File: src/rtl/datapath_core.sv
// datapath_core: 4x32 register file with two combinational read ports,
// one clocked write port and a 32-bit ALU whose result is written back.
//
// Ports:
//   clk        in   1  system clock, rising-edge state updates
//   rst        in   1  synchronous active-high reset
//   wr         in   1  write enable, result -> R[addr3] on rising edge
//   addr1      in   2  read address, port 1 (ALU operand A)
//   addr2      in   2  read address, port 2 (ALU operand B)
//   addr3      in   2  write address
//   alucontrol in   3  ALU operation select
//   data1      out 32  R[addr1], combinational
//   data2      out 32  R[addr2], combinational
//   result     out 32  ALU(data1, data2, alucontrol), combinational
//
// Build option: define DATAPATH_EXT_OPS_EN to enable slt/sll/srl
// (opcodes 101..111); without it those opcodes yield zero.

module datapath_core (
    input  logic        clk,
    input  logic        rst,
    input  logic        wr,
    input  logic [1:0]  addr1,
    input  logic [1:0]  addr2,
    input  logic [1:0]  addr3,
    input  logic [2:0]  alucontrol,
    output logic [31:0] data1,
    output logic [31:0] data2,
    output logic [31:0] result
);

    localparam logic [2:0] OP_ADD = 3'b000;
    localparam logic [2:0] OP_SUB = 3'b001;
    localparam logic [2:0] OP_AND = 3'b010;
    localparam logic [2:0] OP_OR  = 3'b011;
    localparam logic [2:0] OP_XOR = 3'b100;
`ifdef DATAPATH_EXT_OPS_EN
    localparam logic [2:0] OP_SLT = 3'b101;
    localparam logic [2:0] OP_SLL = 3'b110;
    localparam logic [2:0] OP_SRL = 3'b111;
`endif

    // R3 seeds to one so software can derive +1/-1 from reset state.
    localparam logic [31:0] R0_RST = 32'h0000_0000;
    localparam logic [31:0] R1_RST = 32'h0000_0000;
    localparam logic [31:0] R2_RST = 32'h0000_0000;
    localparam logic [31:0] R3_RST = 32'h0000_0001;

    logic [31:0] regs_q [4];
    logic [31:0] regs_d [4];
    logic [31:0] alu_res;

    assign data1  = regs_q[addr1];
    assign data2  = regs_q[addr2];
    assign result = alu_res;

    always_comb begin
        alu_res = 32'h0;
        case (alucontrol)
            OP_ADD: alu_res = data1 + data2;
            OP_SUB: alu_res = data1 - data2;
            OP_AND: alu_res = data1 & data2;
            OP_OR:  alu_res = data1 | data2;
            OP_XOR: alu_res = data1 ^ data2;
`ifdef DATAPATH_EXT_OPS_EN
            OP_SLT: alu_res = {31'h0, $signed(data1) < $signed(data2)};
            OP_SLL: alu_res = data1 << data2[4:0];
            OP_SRL: alu_res = data1 >> data2[4:0];
`endif
            default: alu_res = 32'h0;
        endcase
    end

    // Operands come from the pre-edge register values, so a register
    // that is both source and destination updates exactly once.
    always_comb begin
        for (int i = 0; i < 4; i++) begin
            regs_d[i] = regs_q[i];
        end
        if (wr) begin
            regs_d[addr3] = alu_res;
        end
    end

    always_ff @(posedge clk) begin
        if (rst) begin
            regs_q[0] <= R0_RST;
            regs_q[1] <= R1_RST;
            regs_q[2] <= R2_RST;
            regs_q[3] <= R3_RST;
        end else begin
            for (int i = 0; i < 4; i++) begin
                regs_q[i] <= regs_d[i];
            end
        end
    end

endmodule

File: config.mk
export PLATFORM = sky130hd
export DESIGN_NAME = datapath_core
export DESIGN_NICKNAME = d
export VERILOG_FILES = /design/src/rtl/datapath_core.sv
export SDC_FILE = /design/constraint.sdc
export NUM_CORES = 1
export LEC_CHECK = 0
export BUFFER_PORTS_ARGS = -buffer_cell sky130_fd_sc_hd__buf_2
export CORE_MARGIN = 5
export CORE_UTILIZATION = 53
export CTS_CLUSTER_DIAMETER = 60
export DETAILED_ROUTE_END_ITERATION = 10
export GPL_TIMING_DRIVEN = 0
export PLACE_DENSITY = 0.84
export SETUP_SLACK_MARGIN = 0.05
export SLEW_MARGIN = 20
export SYNTH_ARGS = -nofsm -noshare
export SYNTH_HDL_FRONTEND = slang
export SYNTH_SLANG_ARGS = --single-unit
File: constraint.sdc
create_clock -name clk -period 13 [get_ports clk]
set_input_delay 1.95 -clock clk [delete_from_list [all_inputs] [get_ports clk]]
set_output_delay 1.95 -clock clk [all_outputs]
set_load 0.005 [all_outputs]
==> summary by stage <==
Yosys
The largest family of logic cells by synthesized area is compound AO/OA/AOI/OAI gates. The number of different library cells used by synthesis comes to 68. The number of flops mapped to enable cells by yosys is 0. The arithmetic-cell share of the synthesized area counting full adders, half adders and majority gates is 0.125. Yosys printed 0 warnings. The share of cell area taken by muxes after synthesis is 0.158. Of the total synthesized cell area, the portion taken by AND, OR, NAND and NOR gates is 0.126. The area of the mapped netlist is 10100 µm². The predominant post-synthesis flop cell is sky130_fd_sc_hd__dfxtp_1. Synthesis produced 1170 cells. The synthesized netlist net count is 1283. The fraction of the mapped netlist area in compound gates was 0.216. The synthesized-area fraction occupied by xor and xnor cells is 0.0475. The post-synthesis area per instance is 8.66 µm². The async set or reset register ratio after synthesis is 0. The share of the Yosys chip area taken by registers is 0.253. In this run, synthesis produced a sequential element count of 128.

Cells and area
The largest registers in the layout are regs_q: 128 flops. The diode insertion count for antenna repair is 0. The layout net count is 1403.

Once layout is done, the placed cells without fillers occupy 11600 µm². The library cell used most frequently in the layout, excluding fill and tap cells, is sky130_fd_sc_hd__nor2_1. Measured on the finished design, the core utilization comes to 0.616.

The synthesis-to-finish area growth is 14.2%. Summing all flip-flop and latch instances after layout gives 2560 µm². The layout has 1533 filler cells. More flip-flops sit in one register than any other, and that register is regs_q. The combined area of the multi-input logic cells is 6830 µm². In the final layout, the share of cells above drive strength 1 is 0.166. The top cell types in the final layout, fill and taps aside, are 152 x sky130_fd_sc_hd__nor2_1, 128 x sky130_fd_sc_hd__dfxtp_1, 107 x sky130_fd_sc_hd__inv_1, 104 x sky130_fd_sc_hd__buf_2, 100 x sky130_fd_sc_hd__ha_1. The register with the most flip-flops in the layout has 128 of them.

Placement
The post-placement cell area is 10900 µm². The worst slack at placement is 3.02 ns. Routability-driven placement finished with a final weighted congestion of 0.993.

The total half-perimeter wirelength after legalization and detailed placement is 27000 µm. The number of input and output port buffers inserted is 99.

Floorplanning
In this run the standard cell core region covers 18800 µm². The initial core utilization is 0.540. The die area is 22000 µm².

The die is 148 µm tall. The die is 148 µm wide. The number of ports placed on the die boundary is 108.

After floorplanning, the core was divided into 50 placement rows.

Outcome
The run finished with clean final reports.

Global route
The number of antenna violations at the first check in global routing is 0. The total overflow left after global routing is 0. The number of global-route vias before repair is 10100.

For this run, the total global-route usage over all layers was measured as 0.327. The first global-routing pass estimated 55800 µm of wire. Entering global routing, the biggest net connects 17 pins.

CTS
TritonCTS built the clock tree. The number of clock buffers added by TritonCTS is 17. CTS saw 128 sinks. The maximum clock insertion buffer count is 2. The total of hold buffers inserted after clock tree synthesis is 0. Clock-pin slew was measured on the worst setup and hold paths at 0.06 ns. The H-tree level count is 4. The post-cts sizing count is 0. The root buffer cell chosen for the clock tree is sky130_fd_sc_hd__clkbuf_16. The number of buffers inserted by post-CTS setup repair is 0. The clock network latency to the later pin of the worst-skew pair is 0.42 ns.

Drt
The post-route antenna net violation count is 0. The routed wire length is 37100 µm. In the routed layout, each cell is associated on average with a via count of 6.83. The average detailed-routed wire length per instance is 24.2 µm. After the first detailed-routing iteration, the DRC count stood at 1546. The DRC violation count after routing is 0.

The number of search-and-repair iterations in the first detailed-routing pass is 8. The number of vias in the routed layout is 10500.

STA
The minimum clock period is 10.05 ns. Setup repair after global routing left no endpoint under its margin. In the finished design, the share of the clock period the worst path needs comes to 0.773. For the pin with the worst max-slew slack, the measured transition is 1.21 ns. Setup violations remaining at the end of the flow were counted as 0. The final-layout setup total negative slack is 0 ns.

The worst setup slack after layout is 2.95 ns. The worst max-slew margin expressed relative to the limit is 0.195. The count of final max-slew check failures is 0. The hold violation total from the final report is 0. The worst clock skew is 0.00780 ns. The peak clock frequency supported by timing is 99.5 MHz.

Setup path
The kind of end point of the critical path is an output port. The number of buffers and inverters on the critical path is 6. The type of the worst setup path is input pin to output port. The largest stage delay on the critical path is 0.83 ns.

The kind of cell with the highest combined delay along the critical path is compound AO/OA/AOI/OAI gates. At the worst endpoint, the required time is 11.05 ns. The cell occurring most often along the worst timing path is sky130_fd_sc_hd__buf_2. The critical path goes through buf_2, buf_4, buf_2, buf_1, mux4_2, or3_1, o31ai_1, xnor2_1, ha_1, a21o_1, a21o_1, a221o_1, nand2b_1, o31ai_1, o21ai_0, xor2_1, a222oi_1, inv_1, buf_2.

The data arrival at the endpoint of the critical path is 8.10 ns. The cell with the largest stage delay on the worst path is sky130_fd_sc_hd__a222oi_1. The startpoint class of the critical path is an input pin. In this run the worst path has a maximum fanout of 10.

Power
The worst-case IR drop observed on VDD is 0.0751 mV. The leakage dissipation is 5.09 nW. The power density over cell area is 124 nW/µm².

Hold path
The worst hold path class is flop to flop.

Job
Max-cap violations in this run came to 0.
==> worst paths after layout <==
check                           slack, ns  depth (start not counted)            end    startpoint
worst max-delay path                 2.95                         19     result[25]      addr2[0]
worst max register to register       6.87                         16  regs_q[1][25]  regs_q[3][2]
worst min register to register       0.49                          2   regs_q[3][8]  regs_q[3][8]
worst min-delay path                 0.49                          2   regs_q[3][8]  regs_q[3][8]
==> layout make-up <==
class,instances,area share
buffer,82,0.0297
clock buffer,22,0.0410
clock inverter,10,0.0136
inverter,108,0.0350
multi-input combinational,852,0.590
sequential,128,0.222
tap,234,0.0253
timing repair buffer,101,0.0437
==> cell usage after synthesis, drive strengths merged, types with 28 or more instances <==
library cell / n / share of area
dfxtp: 128 / 0.25
mux4: 64 / 0.14
clkbuf: 66 / 0.025
a21oi: 78 / 0.039
nand2: 51 / 0.019
a31oi: 28 / 0.017
a211oi: 70 / 0.052
ha: 100 / 0.12
o21ai: 76 / 0.038
xnor2: 43 / 0.037
inv: 107 / 0.040
nor2: 152 / 0.056
==> worst reg2reg max path, cell delays in order, from the launching register on <==
cell and delay (ns):
sky130_fd_sc_hd__dfxtp_1 0.33, sky130_fd_sc_hd__mux4_2 0.61, sky130_fd_sc_hd__or4_1 0.60, sky130_fd_sc_hd__or3_1 0.43
sky130_fd_sc_hd__or3_1 0.42, sky130_fd_sc_hd__o31ai_1 0.28, sky130_fd_sc_hd__xnor2_1 0.17, sky130_fd_sc_hd__ha_1 0.32
sky130_fd_sc_hd__a21o_1 0.18, sky130_fd_sc_hd__a21o_1 0.17, sky130_fd_sc_hd__a221o_1 0.36, sky130_fd_sc_hd__nand2b_1 0.17
sky130_fd_sc_hd__o31ai_1 0.50, sky130_fd_sc_hd__o21ai_0 0.22, sky130_fd_sc_hd__xor2_1 0.19, sky130_fd_sc_hd__a222oi_1 0.83
sky130_fd_sc_hd__a211oi_1 0.18
==> where the power goes <==
group	total, mW	internal (mW)	switching (mW)
combinational	0.493	0.184	0.309
clock	0.514	0.335	0.179
sequential	0.428	0.412	0.0155
==> cells by family (layout without fill, tap and decap cells) <==
logic type               count (synthesis)  count (layout)
AO/OA/AOI/OAI                          339             339
XOR/XNOR                                55              55
adder cells (fa/ha/maj)                101             101
buffers and inverters                  190             323
flip-flops                             128             128
multiplexers                            79              79
AND/OR/NAND/NOR                        278             278
==> per-stage QoR <==
step	std cells	hold WS (ns)	power, mW
final	1537	0.491	1.44
after global routing	1537	0.510	1.49
after global placement	1503	0.455	0.891
after detailed placement	1503	0.471	0.903
after floorplan	1170	0.443	0.761
after CTS	1535	0.488	1.41
==> per-layer routing <==
metal	GRT usage	wire, µm	vias up
met4	0.170	2130	0
met1	0.410	13500	4890
met5	0	0	-
met2	0.522	16700	902
li1	-	-	4506
met3	0.0829	4850	197
Note: power is estimated with default switching activity, not from simulation.
